### config.mk
export PLATFORM = sky130hd
export DESIGN_NAME = dmem_sram_bridge
export DESIGN_NICKNAME = d
export VERILOG_FILES = /design/src/rtl/dmem_sram_bridge.sv
export SDC_FILE = /design/constraint.sdc
export NUM_CORES = 1
export LEC_CHECK = 0
export BUFFER_PORTS_ARGS = -buffer_cell sky130_fd_sc_hd__buf_4
export CAP_MARGIN = 25
export CORE_MARGIN = 2
export CORE_UTILIZATION = 45
export DETAILED_ROUTE_END_ITERATION = 8
export GPL_ROUTABILITY_DRIVEN = 1
export GPL_TIMING_DRIVEN = 0
export MAX_ROUTING_LAYER = met4
export PLACE_DENSITY = 0.8
export RECOVER_POWER = 100
export SYNTH_ARGS = -nofsm -noshare
export SYNTH_HDL_FRONTEND = slang
export SYNTH_SLANG_ARGS = --single-unit
### constraint.sdc
create_clock -name clk -period 2 [get_ports clk]
set_input_delay 0.1 -clock clk [delete_from_list [all_inputs] [get_ports clk]]
set_output_delay 0.1 -clock clk [all_outputs]
set_load 0.1 [all_outputs]
### src/rtl/dmem_sram_bridge.sv
// dmem_sram_bridge: turns a single-cycle M-stage load/store into an
// address-phase/data-phase SRAM-like bus handshake, stalling the pipeline
// until the access completes and holding load data until the pipeline moves.
// Optional build macro: DMEM_BRIDGE_ALIGN_CHK_EN (alignment check in IDLE,
// raising cpu_adel/cpu_ades instead of issuing a misaligned access).
//
// state | meaning
// ------+-------------------------------------------------------------
// IDLE  | no transaction outstanding; issue on a non-flushed access
// ADDR  | bus_req held high with stable fields until bus_addr_ok
// DATA  | waiting for bus_data_ok; load data captured unless cancelled
// DONE  | access finished, stall released; wait for cpu_hold to drop
module dmem_sram_bridge #(
  parameter int ADDR_W = 32
) (
  input  logic              clk,
  input  logic              rst,
  input  logic [ADDR_W-1:0] cpu_addr,
  input  logic [31:0]       cpu_wdata,
  input  logic [3:0]        cpu_ren,
  input  logic [3:0]        cpu_wen,
  input  logic              cpu_flush,
  input  logic              cpu_hold,
  output logic [31:0]       cpu_rdata,
  output logic              cpu_stall,
  output logic              cpu_adel,
  output logic              cpu_ades,
  output logic              bus_req,
  output logic              bus_wr,
  output logic [1:0]        bus_size,
  output logic [ADDR_W-1:0] bus_addr,
  output logic [31:0]       bus_wdata,
  output logic [3:0]        bus_wstrb,
  input  logic              bus_addr_ok,
  input  logic              bus_data_ok,
  input  logic [31:0]       bus_rdata
);

  typedef enum logic [1:0] {IDLE, ADDR, DATA, DONE} state_t;

  state_t     state;
  logic       cancelFlag;
  logic       accessReq;
  logic       wrSel;
  logic [3:0] activeMask;
  logic [1:0] sizeSel;
  logic       misalign;
  logic       issue;

  // Decode the M-stage request: store mask wins when both masks are set.
  always_comb begin
    accessReq  = (cpu_ren != 4'b0000) || (cpu_wen != 4'b0000);
    wrSel      = (cpu_wen != 4'b0000);
    activeMask = wrSel ? cpu_wen : cpu_ren;
    case (activeMask)
      4'b1111:                            sizeSel = 2'd2;
      4'b0011, 4'b1100:                   sizeSel = 2'd1;
      4'b0001, 4'b0010, 4'b0100, 4'b1000: sizeSel = 2'd0;
      default:                            sizeSel = 2'd2;
    endcase
  end

`ifdef DMEM_BRIDGE_ALIGN_CHK_EN
  // Misaligned word/half accesses are rejected in IDLE with an error pulse.
  always_comb begin
    misalign = ((sizeSel == 2'd2) && (cpu_addr[1:0] != 2'b00)) ||
               ((sizeSel == 2'd1) && cpu_addr[0]);
    cpu_adel = (state == IDLE) && accessReq && !cpu_flush && misalign && !wrSel;
    cpu_ades = (state == IDLE) && accessReq && !cpu_flush && misalign && wrSel;
  end
`else
  // Without the alignment check every access goes out to the bus.
  always_comb begin
    misalign = 1'b0;
    cpu_adel = 1'b0;
    cpu_ades = 1'b0;
  end
`endif

  // Stall is combinational so the request cycle itself is already frozen.
  always_comb begin
    issue = (state == IDLE) && accessReq && !cpu_flush && !misalign;
    case (state)
      IDLE:       cpu_stall = issue;
      ADDR, DATA: cpu_stall = 1'b1;
      default:    cpu_stall = 1'b0;
    endcase
  end

  // Transaction FSM with registered bus fields and load-data holding register.
  always_ff @(posedge clk) begin
    if (rst) begin
      state      <= IDLE;
      cancelFlag <= 1'b0;
      bus_req    <= 1'b0;
      bus_wr     <= 1'b0;
      bus_size   <= 2'd0;
      bus_addr   <= '0;
      bus_wdata  <= 32'h0;
      bus_wstrb  <= 4'b0000;
      cpu_rdata  <= 32'h0;
    end else begin
      case (state)
        IDLE: begin
          if (issue) begin
            bus_addr  <= cpu_addr;
            bus_wdata <= cpu_wdata;
            bus_wr    <= wrSel;
            bus_size  <= sizeSel;
            bus_wstrb <= cpu_wen;
            bus_req   <= 1'b1;
            state     <= ADDR;
          end
        end
        ADDR: begin
          if (cpu_flush) cancelFlag <= 1'b1;
          // data_ok arriving alongside addr_ok is not for this phase
          if (bus_addr_ok) begin
            bus_req <= 1'b0;
            state   <= DATA;
          end
        end
        DATA: begin
          if (cpu_flush) cancelFlag <= 1'b1;
          if (bus_data_ok) begin
            if (cancelFlag || cpu_flush) begin
              cancelFlag <= 1'b0;
              state      <= IDLE;
            end else begin
              if (!bus_wr) cpu_rdata <= bus_rdata;
              state <= DONE;
            end
          end
        end
        DONE: begin
          // staying here while held keeps the same instruction from re-issuing
          if (!cpu_hold) state <= IDLE;
        end
        default: state <= IDLE;
      endcase
    end
  end

endmodule

==> flow_summary_export.csv <==
group,metric,value,unit
status,status,"finished with violations",
status,violations,"hold timing",
logic_synthesis,synthMuxAreaShare,0,%
sta,final_hold_viol_count,1,
critical_path,path_class,"reg2out",
cts,clk_latency,0.37,ns
logic_synthesis,synthXorXnorAreaFrac,0,%
cts,cts-root-buf,"clkbuf_8",
drt,wl_per_cell,16.0,um
placement,dp_hpwl,9390,um
die,core_area,8760,um^2
sta,slew_headroom,20.5,%
sta,fin_crit_sh,98.6,%
drt,ant_nets,0,
power,power_per_cell_area,1200,nW/um^2
logic_synthesis,synth-seq-area-share,52.4,%
logic_synthesis,syn_area,4090,um^2
cells_and_area,finalNetCount,938,
logic_synthesis,yosys_register_bits,107,
logic_synthesis,synth_cells,501,
cells_and_area,regArea,2140,um^2
global_route,track_usage,30.2,%
critical_path,cp-start-kind,"flip-flop",
power,power,8.19,mW
die,fp.dieArea,9870,um^2
cts,cts_inserted_buffers,9,
cells_and_area,utilization,77.6,%
power,peakVddDrop,0.759,mV
logic_synthesis,syn_avg_cell_area,8.16,um^2
drt,dr_total_vias,4812,
sta,drv_slew,0,
die,rows,34,
logic_synthesis,synth_top_family_by_area,"simple AND/OR/NAND/NOR gates",
critical_path,endpoint_kind,"output pin",
critical_path,cp.required,1.90,ns
die,start_util,46.7,%
logic_synthesis,synth-compound-area-share,17.6,%
sta,hold_slack,-0.000743,ns
logic_synthesis,synth_warnings,0,
cts,htreeDepth,3,
placement,place_area,5830,um^2
logic_synthesis,yosys.area_share.simple,23.1,%
drt,drtIter0Drc,170,
power,p_leak,2.91,nW
critical_path,cp_max_fo,10,
cts,clk_pin_slew_worst_paths,0.10,ns
cells_and_area,multi_input_area,1780,um^2
cts,cts_sinks,107,
cells_and_area,nFillCells,649,
placement,post-place-cells,822,
placement,globalplace.congestion,0.867,
drt,dr.pass1.iters,4,
cells_and_area,drive_gt1_share,31.0,%
sta,rsz0062_at_grt,"true",
logic_synthesis,ys_types,33,
sta,min_period,1.97,ns
cells_and_area,areaGrowthSynthToFinish,66.3,%
global_route,grt_pass1_wl,23100,um
cts,clockBufferDepth,2,
critical_path,cp_data_arrival_time,1.87,ns
cts,cts_tree,"yes",
global_route,grt_pass1_vias,4901,
hold_path,hold_path.class,"in2reg",
global_route,grt_overflow,0,
sta,skew,0.0109,ns
placement,port-buffer-count,212,
die,die_height,99.3,um
die,die_w,99.3,um
global_route,grt_max_degree,18,
global_route,antenna_found_initial,1,
die,io_pins,217,
drt,viasPerCell,5.14,
cells_and_area,final_area,6800,um^2
sta,setup_violations,0,
cells_and_area,stdcell_count,936,
drt,drc_errors,0,
sta,max_freq,0.507,GHz
logic_synthesis,yosys.area_share.adder,1.84,%
run,drv_cap,0,
drt,wl,15000,um
sta,worstMarginPinSlew,1.20,ns
-- path summary, 6_finish.rpt --
path	from	cells after the start	to	slack (ns)
min reg2reg	bus_wdata[23]	2	bus_wdata[23]	0.46
max reg2reg	state[0]	7	cpu_rdata[28]	0.03
min	cpu_addr[14]	3	bus_addr[14]	-0.0007
max	state[1]	8	cpu_stall	0.03
-- cell usage after synthesis --
cell type	number	share of area (%)
nand2_1	192	18
dfxtp_1	107	52
a21oi_1	94	12
clkbuf_1	23	2.1
a21oi_2	13	2.8
nand2_2	10	1.5
nor2_1	8	0.73
buf_2	7	0.86
ha_1	6	1.8
a311oi_1	3	0.64
buf_4	3	0.55
inv_1	3	0.28
nand2b_1	3	0.46
o211ai_1	3	0.55
o21ai_0	3	0.37
buf_8	2	0.73
nor4_4	2	1.0
nor4bb_1	2	0.49
o21a_1	2	0.37
or4_1	2	0.37
a211o_1	1	0.21
a21o_4	1	0.37
a22oi_1	1	0.18
a31o_2	1	0.21
and3_1	1	0.15
buf_12	1	0.49
conb_1	1	0.092
nand3_1	1	0.12
nor2b_1	1	0.15
nor4_2	1	0.31
o221ai_1	1	0.21
o22ai_1	1	0.15
or3_1	1	0.15
-- cell type report --
cell class,count,area share [%]
Sequential cell,107,31.5
Antenna cell,1,0.0368
Clock buffer,11,2.23
Clock inverter,5,1.23
Timing Repair Buffer,309,33.5
Inverter,3,0.166
Buffer,36,3.13
Tap cell,108,1.99
Multi-Input combinational cell,356,26.2
-- what timing repair did --
item                                   4_1_cts  5_1_grt
resized for setup                           10       17
endpoints found under the hold margin       94        2
setup endpoints to repair                   55       46
hold buffers                                94        2
buffers inserted                             1        0
-- critical path, stage by stage (launching register included) --
cell	delay, ns
dfxtp_2	0.36
inv_1	0.12
ha_2	0.27
nand2b_4	0.10
a21oi_4	0.13
clkbuf_8	0.18
nor2_1	0.07
nor2_4	0.10
buf_12	0.18
-- cell families (layout without fill, tap and decap cells) --
kind of cell | Yosys count | in the layout
flops | 107 | 107
compound gates | 124 | 124
fa+ha+maj | 6 | 6
other cells | 1 | 3
simple gates | 224 | 224
buf+inv | 39 | 364
-- layout by cell type (no fill, tap or decap), types with 5 or more instances in the layout --
| cell | instances |
|---|---|
| clkbuf_1 | 40 |
| buf_2 | 9 |
| nand2_2 | 10 |
| ha_1 | 5 |
| nor2_1 | 7 |
| buf_4 | 111 |
| dlygate4sd3_1 | 96 |
| clkbuf_8 | 12 |
| clkbuf_2 | 80 |
| dfxtp_1 | 105 |
| a21oi_1 | 94 |
| nand2_1 | 192 |
| a21oi_2 | 12 |
-- stage by stage --
step | setup TNS [ns] | worst slack (ns)
2_1_floorplan | 0 | 0.0502
3_3_place_gp | -0.210 | -0.210
3_5_place_dp | -0.728 | -0.296
4_1_cts | 0 | 0.00124
5_1_grt | -0.259 | -0.0827
6_report | 0 | 0.0274
-- where the power goes --
part / internal (mW) / switching (mW)
sequential: 2.42 / 0.192
combinational: 0.950 / 3.09
clock: 0.779 / 0.760
total: 4.15 / 4.04
-- flip-flops by register name, indices dropped and copies added (netlist names) --
register,count
bus_addr,32
bus_req,1
bus_size,2
bus_wdata,32
bus_wr,1
bus_wstrb,4
cancelFlag,1
cpu_rdata,32
state,2
-- metal layers --
layer	routed length, um	global-route usage (%)	vias up	part of all wire, %
met5	0	-	-	0
met4	875	18.3	0	5.8
met3	871	5.41	78	5.8
met2	7560	52.3	231	50
met1	5700	32.1	2221	38
li1	-	-	2282	-
Note: power is estimated with default switching activity, not from simulation.
